### src/rtl/pca_mmio_regbank_if.sv
// rtl/pca_mmio_regbank_if.sv - AXI4-Lite link between the PCA MMIO bridge and the register bank
// Ports: AW (awaddr/awvalid/awready), W (wdata/wstrb/wvalid/wready),
//        B (bresp/bvalid/bready), AR (araddr/arvalid/arready), R (rdata/rresp/rvalid/rready).
interface pca_mmio_regbank_if;
  logic [31:0] s_axi_awaddr;
  logic        s_axi_awvalid;
  logic        s_axi_awready;
  logic [31:0] s_axi_wdata;
  logic [3:0]  s_axi_wstrb;
  logic        s_axi_wvalid;
  logic        s_axi_wready;
  logic [1:0]  s_axi_bresp;
  logic        s_axi_bvalid;
  logic        s_axi_bready;
  logic [31:0] s_axi_araddr;
  logic        s_axi_arvalid;
  logic        s_axi_arready;
  logic [31:0] s_axi_rdata;
  logic [1:0]  s_axi_rresp;
  logic        s_axi_rvalid;
  logic        s_axi_rready;

  modport master (
    output s_axi_awaddr, s_axi_awvalid, s_axi_wdata, s_axi_wstrb, s_axi_wvalid,
           s_axi_bready, s_axi_araddr, s_axi_arvalid, s_axi_rready,
    input  s_axi_awready, s_axi_wready, s_axi_bresp, s_axi_bvalid,
           s_axi_arready, s_axi_rdata, s_axi_rresp, s_axi_rvalid
  );

  modport slave (
    input  s_axi_awaddr, s_axi_awvalid, s_axi_wdata, s_axi_wstrb, s_axi_wvalid,
           s_axi_bready, s_axi_araddr, s_axi_arvalid, s_axi_rready,
    output s_axi_awready, s_axi_wready, s_axi_bresp, s_axi_bvalid,
           s_axi_arready, s_axi_rdata, s_axi_rresp, s_axi_rvalid
  );
endinterface

### src/rtl/pca_mmio_regbank.sv
// rtl/pca_mmio_regbank.sv - AXI4-Lite register bank: ID, scratch, control, cycle counter, interrupts
// Ports: s_axi_aclk (clock), s_axi_areset (sync, active-high), axi (AXI4-Lite slave),
//        irq_event (event pulses), ctrl_out (CTRL[7:0]), irq (registered level interrupt).
module pca_mmio_regbank #(
  parameter logic [31:0] ID_VALUE    = 32'h0CA0_0001,
  parameter int          NUM_IRQ     = 4,
  parameter logic [31:0] SCRATCH_RST = 32'h0000_0000
) (
  input  logic               s_axi_aclk,
  input  logic               s_axi_areset,
  pca_mmio_regbank_if.slave  axi,
  input  logic [NUM_IRQ-1:0] irq_event,
  output logic [7:0]         ctrl_out,
  output logic               irq
);

  localparam logic [1:0] RESP_OKAY   = 2'b00;
  localparam logic [1:0] RESP_SLVERR = 2'b10;

  logic               aw_held, w_held;
  logic [5:0]         aw_addr_q;
  logic [31:0]        w_data_q;
  logic [3:0]         w_strb_q;
  logic               bvalid_q, rvalid_q;
  logic [1:0]         bresp_q, rresp_q;
  logic [31:0]        rdata_q;
  logic [31:0]        scratch_q, count_q;
  logic [7:0]         ctrl_q;
  logic [NUM_IRQ-1:0] irq_status_q, irq_enable_q;
  logic               irq_q;

  logic               aw_fire, w_fire, ar_fire, commit, wr_ok;
  logic               we_scratch, we_ctrl, we_status, we_enable, count_clr;
  logic [31:0]        wr_mask, count_next, rd_data;
  logic               rd_ok;
  logic [NUM_IRQ-1:0] irq_w1c, irq_status_next;
  logic               unused_addr_bits;

  assign axi.s_axi_awready = !aw_held && !bvalid_q;
  assign axi.s_axi_wready  = !w_held && !bvalid_q;
  assign axi.s_axi_arready = !rvalid_q;
  assign axi.s_axi_bvalid  = bvalid_q;
  assign axi.s_axi_bresp   = bresp_q;
  assign axi.s_axi_rvalid  = rvalid_q;
  assign axi.s_axi_rresp   = rresp_q;
  assign axi.s_axi_rdata   = rdata_q;
  assign ctrl_out          = ctrl_q;
  assign irq               = irq_q;

  // The bridge has already decoded the base address; only the word offset matters here.
  assign unused_addr_bits = ^{axi.s_axi_awaddr[31:8], axi.s_axi_awaddr[1:0],
                              axi.s_axi_araddr[31:8], axi.s_axi_araddr[1:0]};

  assign aw_fire = axi.s_axi_awvalid && axi.s_axi_awready;
  assign w_fire  = axi.s_axi_wvalid && axi.s_axi_wready;
  assign ar_fire = axi.s_axi_arvalid && axi.s_axi_arready;
  assign commit  = aw_held && w_held && !bvalid_q;

  assign wr_mask    = {{8{w_strb_q[3]}}, {8{w_strb_q[2]}}, {8{w_strb_q[1]}}, {8{w_strb_q[0]}}};
  assign wr_ok      = (aw_addr_q <= 6'h05);
  assign we_scratch = commit && (aw_addr_q == 6'h01);
  assign we_ctrl    = commit && (aw_addr_q == 6'h02) && w_strb_q[0];
  assign we_status  = commit && (aw_addr_q == 6'h04);
  assign we_enable  = commit && (aw_addr_q == 6'h05);

  // Clear beats increment; it acts on the commit edge straight from the write data.
  assign count_clr  = we_ctrl && w_data_q[1];
  assign count_next = count_clr  ? 32'd0 :
                      ctrl_q[0]  ? count_q + 32'd1 : count_q;

  // A new event wins over a W1C of the same bit because the OR is applied last.
  assign irq_w1c         = we_status ? (w_data_q[NUM_IRQ-1:0] & wr_mask[NUM_IRQ-1:0]) : '0;
  assign irq_status_next = (irq_status_q & ~irq_w1c) | irq_event;

  always_comb begin
    rd_data = '0;
    rd_ok   = 1'b1;
    case (axi.s_axi_araddr[7:2])
      6'h00: rd_data = ID_VALUE;
      6'h01: rd_data = scratch_q;
      6'h02: rd_data[7:0] = ctrl_q & 8'hFD;  // bit1 is a strobe and never reads back
      6'h03: rd_data = count_q;
      6'h04: rd_data[NUM_IRQ-1:0] = irq_status_q;
      6'h05: rd_data[NUM_IRQ-1:0] = irq_enable_q;
      default: rd_ok = 1'b0;
    endcase
  end

  always_ff @(posedge s_axi_aclk) begin
    if (s_axi_areset) begin
      aw_held      <= 1'b0;
      w_held       <= 1'b0;
      aw_addr_q    <= '0;
      w_data_q     <= '0;
      w_strb_q     <= '0;
      bvalid_q     <= 1'b0;
      bresp_q      <= RESP_OKAY;
      rvalid_q     <= 1'b0;
      rresp_q      <= RESP_OKAY;
      rdata_q      <= '0;
      scratch_q    <= SCRATCH_RST;
      ctrl_q       <= '0;
      count_q      <= '0;
      irq_status_q <= '0;
      irq_enable_q <= '0;
      irq_q        <= 1'b0;
    end else begin
      if (aw_fire) begin
        aw_held   <= 1'b1;
        aw_addr_q <= axi.s_axi_awaddr[7:2];
      end
      if (w_fire) begin
        w_held   <= 1'b1;
        w_data_q <= axi.s_axi_wdata;
        w_strb_q <= axi.s_axi_wstrb;
      end

      // aw_fire/w_fire cannot coincide with commit: the holds block their readies.
      if (commit) begin
        aw_held  <= 1'b0;
        w_held   <= 1'b0;
        bvalid_q <= 1'b1;
        bresp_q  <= wr_ok ? RESP_OKAY : RESP_SLVERR;
      end else if (bvalid_q && axi.s_axi_bready) begin
        bvalid_q <= 1'b0;
      end

      if (we_scratch)
        scratch_q <= (scratch_q & ~wr_mask) | (w_data_q & wr_mask);

      if (we_ctrl)
        ctrl_q <= w_data_q[7:0];
      else
        ctrl_q[1] <= 1'b0;

      if (we_enable)
        irq_enable_q <= (irq_enable_q & ~wr_mask[NUM_IRQ-1:0]) |
                        (w_data_q[NUM_IRQ-1:0] & wr_mask[NUM_IRQ-1:0]);

      count_q      <= count_next;
      irq_status_q <= irq_status_next;
      irq_q        <= |(irq_status_q & irq_enable_q);

      // Read mux sees pre-write register values, so same-edge writes are not visible yet.
      if (ar_fire) begin
        rvalid_q <= 1'b1;
        rdata_q  <= rd_data;
        rresp_q  <= rd_ok ? RESP_OKAY : RESP_SLVERR;
      end else if (rvalid_q && axi.s_axi_rready) begin
        rvalid_q <= 1'b0;
      end
    end
  end

endmodule

### src/flat_wrapper.sv
// flat-port wrapper written by rule: the top's interface ports become plain ports
module pca_mmio_regbank_flat 
#(
  parameter logic [31:0] ID_VALUE    = 32'h0CA0_0001,
  parameter int          NUM_IRQ     = 4,
  parameter logic [31:0] SCRATCH_RST = 32'h0000_0000
)
  (s_axi_aclk, s_axi_areset, irq_event, ctrl_out, irq, axi_s_axi_awaddr, axi_s_axi_awvalid, axi_s_axi_wdata, axi_s_axi_wstrb, axi_s_axi_wvalid, axi_s_axi_bready, axi_s_axi_araddr, axi_s_axi_arvalid, axi_s_axi_rready, axi_s_axi_awready, axi_s_axi_wready, axi_s_axi_bresp, axi_s_axi_bvalid, axi_s_axi_arready, axi_s_axi_rdata, axi_s_axi_rresp, axi_s_axi_rvalid);
  pca_mmio_regbank_if axi_i ();
  input  logic s_axi_aclk;
  input  logic s_axi_areset;
  input  logic [NUM_IRQ-1:0] irq_event;
  output logic [7:0] ctrl_out;
  output logic irq;
  input wire logic [$bits(axi_i.s_axi_awaddr)-1:0] axi_s_axi_awaddr;
  input wire logic [$bits(axi_i.s_axi_awvalid)-1:0] axi_s_axi_awvalid;
  input wire logic [$bits(axi_i.s_axi_wdata)-1:0] axi_s_axi_wdata;
  input wire logic [$bits(axi_i.s_axi_wstrb)-1:0] axi_s_axi_wstrb;
  input wire logic [$bits(axi_i.s_axi_wvalid)-1:0] axi_s_axi_wvalid;
  input wire logic [$bits(axi_i.s_axi_bready)-1:0] axi_s_axi_bready;
  input wire logic [$bits(axi_i.s_axi_araddr)-1:0] axi_s_axi_araddr;
  input wire logic [$bits(axi_i.s_axi_arvalid)-1:0] axi_s_axi_arvalid;
  input wire logic [$bits(axi_i.s_axi_rready)-1:0] axi_s_axi_rready;
  output wire logic [$bits(axi_i.s_axi_awready)-1:0] axi_s_axi_awready;
  output wire logic [$bits(axi_i.s_axi_wready)-1:0] axi_s_axi_wready;
  output wire logic [$bits(axi_i.s_axi_bresp)-1:0] axi_s_axi_bresp;
  output wire logic [$bits(axi_i.s_axi_bvalid)-1:0] axi_s_axi_bvalid;
  output wire logic [$bits(axi_i.s_axi_arready)-1:0] axi_s_axi_arready;
  output wire logic [$bits(axi_i.s_axi_rdata)-1:0] axi_s_axi_rdata;
  output wire logic [$bits(axi_i.s_axi_rresp)-1:0] axi_s_axi_rresp;
  output wire logic [$bits(axi_i.s_axi_rvalid)-1:0] axi_s_axi_rvalid;
  assign axi_i.s_axi_awaddr = axi_s_axi_awaddr;
  assign axi_i.s_axi_awvalid = axi_s_axi_awvalid;
  assign axi_i.s_axi_wdata = axi_s_axi_wdata;
  assign axi_i.s_axi_wstrb = axi_s_axi_wstrb;
  assign axi_i.s_axi_wvalid = axi_s_axi_wvalid;
  assign axi_i.s_axi_bready = axi_s_axi_bready;
  assign axi_i.s_axi_araddr = axi_s_axi_araddr;
  assign axi_i.s_axi_arvalid = axi_s_axi_arvalid;
  assign axi_i.s_axi_rready = axi_s_axi_rready;
  assign axi_s_axi_awready = axi_i.s_axi_awready;
  assign axi_s_axi_wready = axi_i.s_axi_wready;
  assign axi_s_axi_bresp = axi_i.s_axi_bresp;
  assign axi_s_axi_bvalid = axi_i.s_axi_bvalid;
  assign axi_s_axi_arready = axi_i.s_axi_arready;
  assign axi_s_axi_rdata = axi_i.s_axi_rdata;
  assign axi_s_axi_rresp = axi_i.s_axi_rresp;
  assign axi_s_axi_rvalid = axi_i.s_axi_rvalid;
  pca_mmio_regbank #(.ID_VALUE(ID_VALUE), .NUM_IRQ(NUM_IRQ), .SCRATCH_RST(SCRATCH_RST)) u_core (.s_axi_aclk(s_axi_aclk), .s_axi_areset(s_axi_areset), .axi(axi_i), .irq_event(irq_event), .ctrl_out(ctrl_out), .irq(irq));
endmodule
### config.mk
export PLATFORM = sky130hd
export DESIGN_NAME = pca_mmio_regbank_flat
export DESIGN_NICKNAME = d
export VERILOG_FILES = /design/src/rtl/pca_mmio_regbank_if.sv /design/src/rtl/pca_mmio_regbank.sv /design/src/flat_wrapper.sv
export SDC_FILE = /design/constraint.sdc
export NUM_CORES = 1
export LEC_CHECK = 0
export ABC_AREA = 1
export BUFFER_PORTS_ARGS = -buffer_cell sky130_fd_sc_hd__buf_2
export CELL_PAD_IN_SITES_DETAIL_PLACEMENT = 2
export CELL_PAD_IN_SITES_GLOBAL_PLACEMENT = 2
export CORE_ASPECT_RATIO = 1.1
export CORE_MARGIN = 3
export CORE_UTILIZATION = 29
export DETAILED_ROUTE_END_ITERATION = 8
export PLACE_DENSITY = 0.87
export SLEW_MARGIN = 15
export SYNTH_ARGS = -nofsm -noshare
export SYNTH_HDL_FRONTEND = slang
export SYNTH_SLANG_ARGS = --single-unit
### constraint.sdc
create_clock -name s_axi_aclk -period 2.2 [get_ports s_axi_aclk]
set_clock_uncertainty 0.1 [all_clocks]
set_input_delay 0.44 -clock s_axi_aclk [delete_from_list [all_inputs] [get_ports s_axi_aclk]]
set_output_delay 0.44 -clock s_axi_aclk [all_outputs]
set_load 0.05 [all_outputs]
# After elaboration in Yosys (flattened, before gate mapping)
# Index checks and enable logic that the tools add are counted.
dict set report word_totals {
  regBits 163
}
dict set report op_classes {
  add_sub_neg 1
  n_mux 11
  order_cmp 1
  n_eq_ne 9
  bitwise_logic 13
  n_reduce_logical 27
}
# operator count
set ops {}
lappend ops {{24-bit case mux with 3 select lines} 1}
lappend ops {{32-bit AND} 2}
lappend ops {{32-bit by 1-bit adder with 32-bit output, second input constant} 1}
lappend ops {{32-bit NOT} 1}
lappend ops {{32-bit OR} 1}
lappend ops {{6-bit by 3-bit == test with 1-bit output, second input constant} 4}
lappend ops {{4-bit case mux with 6 select lines} 1}
lappend ops {{6-bit by 2-bit == test with 1-bit output, second input constant} 3}
lappend ops {{4-bit AND} 4}
lappend ops {{1-bit logical AND} 15}
lappend ops {{6-bit by 1-bit == test with 1-bit output, second input constant} 2}
lappend ops {{4-bit case mux with 3 select lines} 1}
lappend ops {{4-bit NOT} 2}
lappend ops {{4-bit OR} 2}
lappend ops {{6-bit by 3-bit less-or-equal comparator with 1-bit output, second input constant} 1}
lappend ops {{6-bit logical NOT} 1}
lappend ops {{2-bit OR reduction} 3}
lappend ops {{6-bit OR reduction} 1}
lappend ops {{1-bit 2-to-1 mux} 5}
lappend ops {{1-bit logical NOT} 4}
lappend ops {{2-bit 2-to-1 mux} 2}
lappend ops {{4-bit 2-to-1 mux} 1}
lappend ops {{2-bit nonzero test} 2}
lappend ops {{4-bit OR reduction} 1}
lappend ops {{1-bit NOT} 1}

# Depth between registers and ports, before layout
dict set report logic_depth {
  depth_word 7
  depth_mapped 9
  depth_no_buf 9
}

# Least setup slack after synthesis
# OpenSTA, ideal clock, no wires.
dict set report synth_timing {
  path_type {register to register}
  start {register u_core.bvalid_q (netlist: u_core.axi.s_axi_bvalid)}
  end {register u_core.w_data_q[24]}
  arrival_time_ns 2.007
  stages_incl_launch_ff 8
  slack_ns 0.028
  synth_period_minus_slack_ns 2.172
  cell_sequence {dfxtp_1 nor2_1 nand2_1 buf_2 clkinv_1 buf_2 nor2_1 nor2_1}
}
dict set report synth_between {
  elab_chain_cells 3
}
# item line
set synth_rtl {}
lappend synth_rtl {{start, declared} pca_mmio_regbank.sv:24} ;# logic bvalid_q, rvalid_q;
lappend synth_rtl {{start signal, assigned} pca_mmio_regbank.sv:96} ;# bvalid_q <= 1'b0;
lappend synth_rtl {{start signal, assigned} pca_mmio_regbank.sv:122} ;# bvalid_q <= 1'b1;
lappend synth_rtl {{start signal, assigned} pca_mmio_regbank.sv:125} ;# bvalid_q <= 1'b0;
lappend synth_rtl {{1-bit logical NOT} pca_mmio_regbank.sv:40} ;# assign axi.s_axi_wready = !w_held && !bvalid_q;
lappend synth_rtl {{1-bit logical AND} pca_mmio_regbank.sv:40}
lappend synth_rtl {{net axi_s_axi_wready} flat_wrapper.sv:25} ;# output wire logic [$bits(axi_i.s_axi_wready)-1:0] axi_s_axi_wready;
lappend synth_rtl {{1-bit logical AND} pca_mmio_regbank.sv:55} ;# assign w_fire = axi.s_axi_wvalid && axi.s_axi_wready;
lappend synth_rtl {{end signal, assigned} pca_mmio_regbank.sv:114} ;# w_data_q <= axi.s_axi_wdata;
lappend synth_rtl {{end, declared} pca_mmio_regbank.sv:22} ;# logic [31:0] w_data_q;
# The timed path passes the listed nets, and every way through them passes these cells.
# A chain may end at the register's enable or synchronous reset.

==> key figures <==
Min path
  • Endpoint of the worst hold path: u_core.irq_status_q[2]
  • Hold path depth: 3
  • HP Class: in -> reg
  • HP Start: irq_event[2]

Drt
  • Iteration-0 DRC Markers: 330
  • Final ANT Viol Nets: 0
  • Detailed Route WL: 25590 um
  • Vias per inst: 4.973
  • DR vias: 6744
  • DRC viols: 0
  • First-pass DRT Iterations: 4
  • Drt wl/cell: 18.87 um

STA
  • Final cycle utilization of the critical path: 91.91%
  • Hold Vio Cnt, Final: 0
  • Setup TNS: 0 ns
  • Final slew viol count: 0
  • Final setup violation count: 0
  • Min cycle time layout: 2.022 ns
  • Fmax: 494.6 MHz
  • Least-Margin Pin Slew: 0.5334 ns
  • Max-slew headroom: 64.44%
  • RSZ-0062 raised after global routing: no

Synth
  • Ys flop type: dfxtp_1
  • Synth async-reset ratio: 0%
  • Syn Std Cell Area: 0.006768 mm2
  • Post-Syn Instances: 946
  • Yosys cell types: 31
  • Synthesis Warnings: 0
  • Syn_area_per_cell: 7.154 um2
  • FF+latch count, synth: 161
  • Post-synthesis sequential area ratio: 47.62%
  • Number of synthesized flops with an enable pin: 0

Clocking
  • TritonCTS clock tree: built
  • Cts hold-fix bufs: 0
  • Number of CTS-inserted buffers: 17
  • Clk root buf: clkbuf_16
  • H-Tree Depth: 4
  • Clock transition at the registers of the reported paths: 0.07 ns
  • Insertion delay to the later sink of the worst-skew pair: 0.44 ns
  • Clk buf depth: 2
  • Post-CTS Setup Inserts: 0
  • Post-CTS sizing: 0
  • Clk sinks: 161

Worst setup path
  • Register-to-Register Setup Slack: 0.18 ns
  • FF-to-FF Start: u_core.axi.s_axi_bvalid
  • Worst EP required: 2.42 ns
  • Worst reg2reg path depth: 7
  • WS Path Type: reg -> reg
  • Crit Path Max Fanout: 16
  • WP data arrival: 2.24 ns
  • Crit end category: flip-flop
  • Startpoint Class: flip-flop

Place
  • Routability cong.: 0.8248
  • Hpwl dp: 17180 um
  • PortBufs: 106

GRT
  • Largest net degree at the start of global routing: 44
  • Remaining global-route overflow: 0
  • Grt met2 use: 36.00%
  • GR Util met1: 25.14%
  • Initial antenna violation count: 1
  • Busiest grt layer: met2
  • Met3 Use GR: 3.903%
  • First-pass GRT wire length: 40910 um
  • Vias in the first global route: 7549
  • Total global routing track utilization: 20.64%

Flow run
  • Max_cap viols: 0

Floorplanning
  • Core Area: 0.02293 mm2
  • Die Y: 166.2 um
  • I/O Pins: 161
  • Starting Density: 29.51%
  • Die Wd: 151.7 um
  • Row cnt: 58
  • Die area: 0.02521 mm2

Finish
  • Area growth, synth to finish: 22.04%
  • Share of layout cells above drive strength 1: 15.81%
  • Total Nets Final: 1156
  • ANT cells: 0
  • Filler cells: 2744

Power
  • Comb power frac: 7.5%
  • Leakage: 0.003170 uW
  • Total power: 6614 uW
  • Sw Ratio: 25.98%
  • Switch Pwr: 1718 uW
  • Share of total power in sequential cells: 46.5%
  • P_int: 4896 uW
  • Power Dens Cells: 800.8 mW/mm2
  • Clock power frac: 46.0%
  • Peak supply drop: 0.5021 mV

Status
  • Status: finished, final reports clean
[worst max-delay path by stage]
stage / startpoint / end / slack, ns / cells after the start
after detailed placement: u_core.count_q[0] / u_core.count_q[28] / 0.22 / 8
after global placement: axi_s_axi_araddr[7] / u_core.axi.s_axi_rdata[6] / 0.28 / 8
after floorplan: u_core.axi.s_axi_bvalid / u_core.w_data_q[24] / 0.03 / 7
final: u_core.axi.s_axi_bvalid / flip-flop / 0.18 / 7
after CTS: u_core.axi.s_axi_bvalid / flip-flop / 0.16 / 7
after global routing: u_core.axi.s_axi_bvalid / flip-flop / 0.0004 / 7
[per-layer routing]
| layer | wire (um) | vias to the layer above |
|---|---|---|
| met5 | 13 | - |
| met1 | 11050 | 3324 |
| li1 | - | 3236 |
| met3 | 821 | 51 |
| met4 | 658 | 2 |
| met2 | 13040 | 131 |
[power groups by stage]
stage               logic [uW]  registers [uW]  clock network [uW]
CTS                        508            3070                3100
detailed placement         494            3130                   0
finish                     499            3070                3040
global placement           474            3130                   0
floorplan                  294            3140                   0
global route               563            3080                3210
[cells by family after synthesis]
group,synth area share (%)
simple gates,24.22
compound gates,17.27
flops,47.62
buf+inv,8.708
xor+xnor,1.941
fa+ha+maj,0.1848
other cells,0.05541
[final cells by class]
cell class              instances  area, um2  share of cell area (%)
well taps                     300      375.4                   4.545
clock inverters                11      127.6                   1.545
clock buffers                  20      456.7                   5.529
inverters                     107      401.6                   4.863
flip-flops and latches        161       3223                   39.02
multi-input cells             636       2969                   35.95
repair buffers                121      705.7                   8.544
[per-stage QoR]
stage               cells  instance area (um2)  utilization (%)  setup WS (ns)  hold WS, ns
floorplan             947                 6771                -        0.02802       0.3231
global placement     1325                 7665            33.42         0.2822       0.3307
detailed placement   1325                 7665            33.42         0.2226       0.3393
CTS                  1356                 8249            35.97         0.1587       0.1357
global route         1356                 8259            36.02      0.0004468       0.1485
finish               1356                 8259            36.02         0.1781       0.1466
[synth_stat cells (all sizes together) (2+ instances only)]
cell,number,area share [%]
nor2,174,9.8
dfxtp,161,48
nand2,155,8.6
inv,105,5.8
o21ai,104,7.7
a21oi,91,6.7
nand3,37,3.1
clkbuf,24,1.3
buf,19,1.4
nor3,17,1.6
o22ai,15,1.4
xor2,13,1.7
nand4,11,1.0
o211ai,7,0.78
a211oi,4,0.44
clkinv,2,0.11
xnor2,2,0.26
[placed cells by master (no fill, tap or decap), drive strengths merged]
cell type,netlist,routed
clkinvlp,0,3
o22ai,15,15
nor2,174,174
nand4,11,11
conb,1,2
a21oi,91,91
clkbuf,24,20
dfxtp,161,161
buf,19,121
a211oi,4,4
nor3,17,17
ha,1,1
xor2,13,13
bufinv,0,2
o21ai,104,104
clkinv,2,4
nand3,37,37
xnor2,2,2
a221oi,1,1
nand2,155,155
o211ai,7,7
or2,1,1
o21a,1,1
inv,105,109
[critical path, cell delays in order, from the launching register on]
cell and delay (ns):
dfxtp_1 0.36, inv_2 0.09, nand3_2 0.15, nor3_4 0.29, buf_4 0.19, nand3_2 0.27, o21ai_0 0.38, a21oi_1 0.07
No activity file was read; power rests on OpenSTA's default activity.
